File: src/rtl/pea_cmd_scheduler.sv
// pea_cmd_scheduler: PEA instruction sequencer.
// Counts pending command tokens, asks the get-command FSM to fetch and split one,
// then dispatches it to STP/EVP/EVB/RST with a start/done handshake.
// Only one command is in flight at a time.
module pea_cmd_scheduler #(
  parameter  int buffer_size = 1024,
  localparam int CW          = $clog2(buffer_size) + 1
) (
  input  logic          clk,
  input  logic          rst,
  input  logic          enable,
  input  logic          cmd_wr,
  output logic          start_get_cmd,
  input  logic          done_get_cmd,
  input  logic [7:0]    instr,
  input  logic [2:0]    arg1,
  input  logic [4:0]    arg2,
  output logic          start_stp,
  output logic          start_evp,
  output logic          start_evb,
  output logic          start_rst,
  input  logic          done_stp,
  input  logic          done_evp,
  input  logic          done_evb,
  input  logic          done_rst,
  output logic [2:0]    exec_arg1,
  output logic [4:0]    exec_arg2,
  output logic [CW-1:0] pending,
  output logic          busy,
  output logic          err_instr,
  output logic [15:0]   instr_count
);

  typedef enum logic [2:0] {IDLE, FETCH, WAIT_CMD, DECODE, WAIT_EXEC} state_t;

  state_t      state, state_nxt;
  logic [7:0]  instr_q;
  logic [2:0]  arg1_q;
  logic [4:0]  arg2_q;
  logic [3:0]  start_vec;
  logic [3:0]  done_vec;
  logic        op_valid;
  logic        unit_done;
  logic        full;
  logic        inc, dec;

  // Units indexed by the low opcode bits: 0 STP, 1 EVP, 2 EVB, 3 RST.
  assign done_vec  = {done_rst, done_evb, done_evp, done_stp};
  assign op_valid  = (instr_q[7:2] == 6'd0);
  // instr_q is held through WAIT_EXEC, so it still names the selected unit.
  assign unit_done = done_vec[instr_q[1:0]];

  assign start_stp = start_vec[0];
  assign start_evp = start_vec[1];
  assign start_evb = start_vec[2];
  assign start_rst = start_vec[3];
  assign busy      = (state != IDLE);

  // State register.
  always_ff @(posedge clk or posedge rst) begin
    if (rst) state <= IDLE;
    else     state <= state_nxt;
  end

  // Next state and single-cycle start pulses.
  always_comb begin
    state_nxt     = state;
    start_get_cmd = 1'b0;
    start_vec     = 4'd0;
    case (state)
      IDLE:      if (enable && (pending != '0)) state_nxt = FETCH;
      FETCH: begin
        start_get_cmd = 1'b1;
        state_nxt     = WAIT_CMD;
      end
      WAIT_CMD:  if (done_get_cmd) state_nxt = DECODE;
      DECODE: begin
        if (op_valid) begin
          start_vec[instr_q[1:0]] = 1'b1;
          state_nxt               = WAIT_EXEC;
        end else begin
          state_nxt = IDLE;
        end
      end
      WAIT_EXEC: if (unit_done) state_nxt = IDLE;
      default:   state_nxt = IDLE;
    endcase
  end

  // Capture the split command once the get-command FSM reports it done.
  always_ff @(posedge clk or posedge rst) begin
    if (rst) begin
      instr_q <= '0;
      arg1_q  <= '0;
      arg2_q  <= '0;
    end else if ((state == WAIT_CMD) && done_get_cmd) begin
      instr_q <= instr;
      arg1_q  <= arg1;
      arg2_q  <= arg2;
    end
  end

  // Execution arguments, error flag and completion counter.
  always_ff @(posedge clk or posedge rst) begin
    if (rst) begin
      exec_arg1   <= '0;
      exec_arg2   <= '0;
      err_instr   <= 1'b0;
      instr_count <= '0;
    end else begin
      if (state == DECODE) begin
        if (op_valid) begin
          exec_arg1 <= arg1_q;
          exec_arg2 <= arg2_q;
        end else begin
          err_instr <= 1'b1;
        end
      end
      if ((state == WAIT_EXEC) && unit_done) instr_count <= instr_count + 16'd1;
    end
  end

  // Token count: a write while full is dropped unless a fetch frees a slot in the same cycle.
  assign full = (pending == CW'(buffer_size));
  assign dec  = (state == FETCH);
  assign inc  = cmd_wr && (!full || dec);

  // Pending token counter.
  always_ff @(posedge clk or posedge rst) begin
    if (rst)              pending <= '0;
    else if (inc && !dec) pending <= pending + 1'b1;
    else if (dec && !inc) pending <= pending - 1'b1;
  end

endmodule

File: config.mk
export PLATFORM = sky130hd
export DESIGN_NAME = pea_cmd_scheduler
export DESIGN_NICKNAME = d
export VERILOG_FILES = /design/src/rtl/pea_cmd_scheduler.sv
export SDC_FILE = /design/constraint.sdc
export NUM_CORES = 1
export LEC_CHECK = 0
export CAP_MARGIN = 30
export CORE_UTILIZATION = 25
export CTS_CLUSTER_DIAMETER = 80
export DETAILED_ROUTE_END_ITERATION = 6
export REMOVE_ABC_BUFFERS = 1
export SLEW_MARGIN = 10
export SYNTH_ARGS = -nofsm -noshare
export SYNTH_HDL_FRONTEND = slang
export SYNTH_SLANG_ARGS = --single-unit
File: constraint.sdc
create_clock -name clk -period 3.15 [get_ports clk]
set_input_delay 0.315 -clock clk [delete_from_list [all_inputs] [get_ports clk]]
set_output_delay 0.315 -clock clk [all_outputs]
set_load 0.05 [all_outputs]
# Yosys cells after proc, flatten, opt, wreduce, memory -nomap -nowiden
# Index checks and enable logic that the tools add are counted.
dict set report totals {
  ff_bits 55
  inputBits 25
  out_inout_bits 42
}
dict set report op_classes {
  add_sub_neg 3
  order_cmp 2
  n_eq_ne 8
  n_mux 14
  n_bitwise 1
  n_reduce_logical 19
}
# cell count
set op_table {}
lappend op_table {{$mux 11} 2}
lappend op_table {{$add 16x1->16 const B} 1}
lappend op_table {{$pmux 3 s5} 1}
lappend op_table {{$mux 3} 4}
lappend op_table {{$add 11x1->11 const B} 1}
lappend op_table {{$eq 11x11->1 const B} 1}
lappend op_table {{$reduce_bool 11->1} 1}
lappend op_table {{$sub 11x1->11 const B} 1}
lappend op_table {{$mux 4} 2}
lappend op_table {{$logic_and 1x1->1} 7}
lappend op_table {{$eq 3x2->1 const B} 2}
lappend op_table {{$logic_not 6->1} 1}
lappend op_table {{$ne 2x2->1 const B} 3}
lappend op_table {{$reduce_and 2->1} 2}
lappend op_table {{$eq 3x1->1 const B} 1}
lappend op_table {{$eq 3x3->1 const B} 1}
lappend op_table {{$logic_not 1->1} 3}
lappend op_table {{$logic_not 3->1} 1}
lappend op_table {{$lt 2x3->1 const B} 1}
lappend op_table {{$mux 1} 3}
lappend op_table {{$reduce_and 3->1} 1}
lappend op_table {{$reduce_bool 3->1} 1}
lappend op_table {{$bmux 1 s2} 1}
lappend op_table {{$demux 1 s2} 1}
lappend op_table {{4 further kinds} 4}

# Longest topological paths before layout
dict set report logic_depth {
  ltp_word 8
  depth_mapped 12
  mapped_depth_nobuf 11
}

# Worst setup path after synthesis
# Ideal clock, no wire load.
dict set report synth_path {
  path_type {register to register}
  from {register state[0]}
  to {register pending[8]}
  setup_time_ns 0.135
  t_arrival_ns 2.897
  required_time_ns 3.015
  path_slack_ns 0.118
  path_stages_with_launch 13
  n_path_buf 1
  period_less_slack_ns 3.032
  cell_sequence {dfrtp_1 -> clkbuf_1 -> or3b_2 -> nand2_1 -> o21a_1 -> ha_1 -> inv_1 -> fa_1 -> a211oi_1 -> o21bai_1 -> a221oi_1 -> xor2_1 -> o21ai_0}
}
dict set report synth_via {
  elab_chain_cells 6
  elab_cells_between_ends 9
  classes_between {eq/ne (1); mux (1); reduce/logical (7)}
}
# element line_no
set synth_lines {}
lappend synth_lines {{start: declaration} 36} ;# state_t state, state_nxt;
lappend synth_lines {{start signal: assignment} 62} ;# else state <= state_nxt;
lappend synth_lines {{$eq 3x1->1 (*)} 125} ;# assign dec = (state == FETCH);
lappend synth_lines {{$logic_or 1x1->1} 126} ;# assign inc = cmd_wr && (!full || dec);
lappend synth_lines {{$logic_and 1x1->1} 126}
lappend synth_lines {{$logic_not 1->1} 132} ;# else if (dec && !inc) pending <= pending - 1'b1;
lappend synth_lines {{$logic_and 1x1->1} 132}
lappend synth_lines {{$reduce_bool 2->1 (no line)} n/a}
lappend synth_lines {{end signal: assignment} 131} ;# else if (inc && !dec) pending <= pending + 1'b1;
lappend synth_lines {{end signal: assignment} 132}
lappend synth_lines {{end: declaration} 28} ;# output logic [CW-1:0] pending,
# Mark *: on every way between the ends. The rest lies on a longest branch, timed or not.
# A chain may end at the register's enable or synchronous reset.

# Worst setup path after layout
dict set report layout_path {
  from {register state[2]}
  to {register pending[8]}
}
# Same word-level chain as after synthesis.

==> run summary <==
status = completed
DR WL/cell = 13.2 um
top post-synthesis cells by area = dfrtp_1 (50%), mux2_2 (7.4%), nand2_1 (5.9%)
crit path cell chain = or3b_2 -> nand2_1 -> o21a_1 -> ha_2 -> inv_2 -> fa_1 -> a211oi_2 -> o21bai_1 -> a221oi_2 -> xor2_1 -> o21ai_0
final worst-path cycle share = 92.6%
Setup TNS = 0 ps
delay-heaviest family, CP = compound AO/OA/AOI/OAI gates
Slew Viols, Final = 0
largest family of logic cells by synthesized area = simple AND/OR/NAND/NOR gates
Seq/Total Area, Yosys = 49.9%
crit path capture type = register
PnR worst setup slack = 234 ps
H-tree levels = 2
actual slew at the worst max-slew pin = 630 ps
Max Cap Viol = 0
ant diodes = 0
Leak = 1.63 nW
worst slack at placement = 96.6 ps
layout cell share with drive strength beyond 1 = 14.2%
Vias = 2128
leading register cell type out of synthesis = dfrtp_1
initial antenna violation count = 0
Max stage delay on crit path = 510 ps
Starting Density = 26.2%
XOR/XNOR share of the synthesized area = 7.63%
clock transition at the registers of the reported paths = 100 ps
Initial DRC Count = 62
Avg Cell Area, Syn = 10.6 um^2
input/output buffers = 66
clock root buffer = clkbuf_8
Final HPWL DP = 4730 um
commonest non-fill, non-tap cell in the layout = clkdlybuf4s50_1
Worst-Skew Late Latency = 310 ps
Worst Path Required = 3340 ps
number of CTS-inserted buffers = 5
IO Count = 67
vias in the first global route = 2198
clock tree sinks = 55
Worst EP arrival = 3110 ps
gate count of the mapped netlist = 260
max frequency = 343 MHz
RSZ-0062 raised after global routing = false
layout overhead on the synthesized area = 35.9%
warnings from Yosys = 0
Die W = 107 um
Final Hold Fails = 0
post-synth top area cell = dfrtp_1
Max Clock Skew = 8.88 ps
Hold-fix buffers, CTS = 0
Synth cell types = 39
DR pass1 iterations = 4
overflow left after global routing = 0
Mapped Area = 0.00276 mm^2
worst rel slew slack = 58.0%
worst-path maximum fanout = 7
first-pass GRT wire length = 10800 um
ys async rst share = 100%
TritonCTS clock tree = built
area share of fa/ha/maj cells after synthesis = 5.72%
Nets = 374
largest net degree at the start of global routing = 30
most frequent cells in the layout = clkdlybuf4s50_1 (65), dfrtp_1 (55), nand2_1 (43), mux2_2 (18)
Critical R2R Launch = state[2]
Synth Register Bits = 55
Simple-Gate Fraction of Synth Area = 17.5%
Max VDD drop = 0.000633 V
min Tclk post-route = 2920 ps
HP Class = in2async
Worst Setup Start Kind = register
Die Area = 0.0114 mm^2
# DRC = 0
Die Ht = 107 um
Post-DRT Antenna Nets = 0
Power Density = 965 mW/mm^2
# fillers = 1053
Core Area = 0.0105 mm^2
RePlAce Congestion = 0.839
Final Setup Violations = 0
Compound-Gate Fraction of Synth Area = 8.67%
Slowest-stage cell, CP = or3b_2
mux share of post-synthesis cell area = 8.53%
Setup Crit Path Kind = reg2reg
Core Rows = 37
Post-synth EDFFs = 0
DR vias/cell = 4.49
GRT Util Overall = 11.9%
Critical path origin = state[2]
Detailed Route WL = 6280 um
Max Root-Sink Buffers = 2
Buf+Inv Stages, Crit Path = 1
top-area cell type share of the netlist area = 49.9%
-- cell families after synthesis --
| logic type | Yosys count |
|---|---|
| AO/OA/AOI/OAI | 38 |
| XOR/XNOR | 24 |
| adder cells (fa/ha/maj) | 12 |
| buffers and inverters | 14 |
| flip-flops | 55 |
| multiplexers | 20 |
| AND/OR/NAND/NOR | 97 |
-- synth_stat cells, types with 2 or more instances --
master,instances
and2_1,2
a211oi_1,3
nor3_1,3
and3_1,3
a221oi_1,2
buf_2,2
inv_1,7
o21ai_0,13
o21a_1,2
nor2b_1,2
nand4_1,4
nor2_1,13
a21oi_1,9
nand3_1,10
nand2_1,43
mux2_2,18
xnor2_1,13
clkbuf_1,4
dfrtp_1,55
xor2_1,11
nor3_2,2
or3_4,2
nor4_1,4
nand2b_1,2
a21o_1,4
o21bai_1,2
nor3b_1,3
ha_1,11
-- sequential cells by signal (all words and copies together) (netlist names) --
register,flops
instr_count,16
exec_arg1,3
instr_q,8
err_instr,1
pending,11
state,3
arg1_q,3
arg2_q,5
exec_arg2,5
-- metrics by stage --
step | cells | total power [mW] | util [%] | hold WS [ps] | instance area, um^2
CTS | 474 | 3.63 | 35.5 | 433 | 3730
global route | 474 | 3.91 | 35.6 | 473 | 3750
finish | 474 | 3.61 | 35.6 | 402 | 3750
global placement | 466 | 3.19 | 34.7 | 445 | 3650
floorplan | 254 | 2.58 | - | 435 | 2730
detailed placement | 466 | 3.22 | 34.7 | 453 | 3650
-- path summary, 6_finish.rpt --
check,to,slack [ps],depth (start not counted)
min reg2reg,exec_arg2[4],470,2
min,exec_arg2[0],400,2
max reg2reg,pending[8],230,11
min in group clk,exec_arg2[4],470,2
max in group asynchronous,pending[3],2170,3
max,pending[8],230,11
-- metal layers --
layer	up-vias	routed length, um	global-route usage (%)
met2	45	3020	19.7
met4	0	55	3.23
met5	-	0	0
met1	1016	2920	15.5
li1	1062	-	-
met3	5	279	2.67
-- where the power goes --
part	total (mW)	switching, mW	internal (mW)
clock network	0.391	0.235	0.156
registers	1.15	0.193	0.961
logic	2.07	1.22	0.854
total	3.61	1.64	1.97
-- what timing repair did --
item | CTS | global route
resized for setup | 0 | 4
endpoints found under the setup margin | 0 | 5
buffers inserted | 0 | 0
-- final cells by class --
class	instances	area (um^2)	area share, %
clock buffers	6	72.6	1.94
multi-input cells	191	1340	35.7
clock inverters	2	12.5	0.334
well taps	136	170	4.54
flip-flops and latches	55	1380	36.7
repair buffers	76	746	19.9
inverters	8	30.0	0.802
No activity file was read; power rests on OpenSTA's default activity.
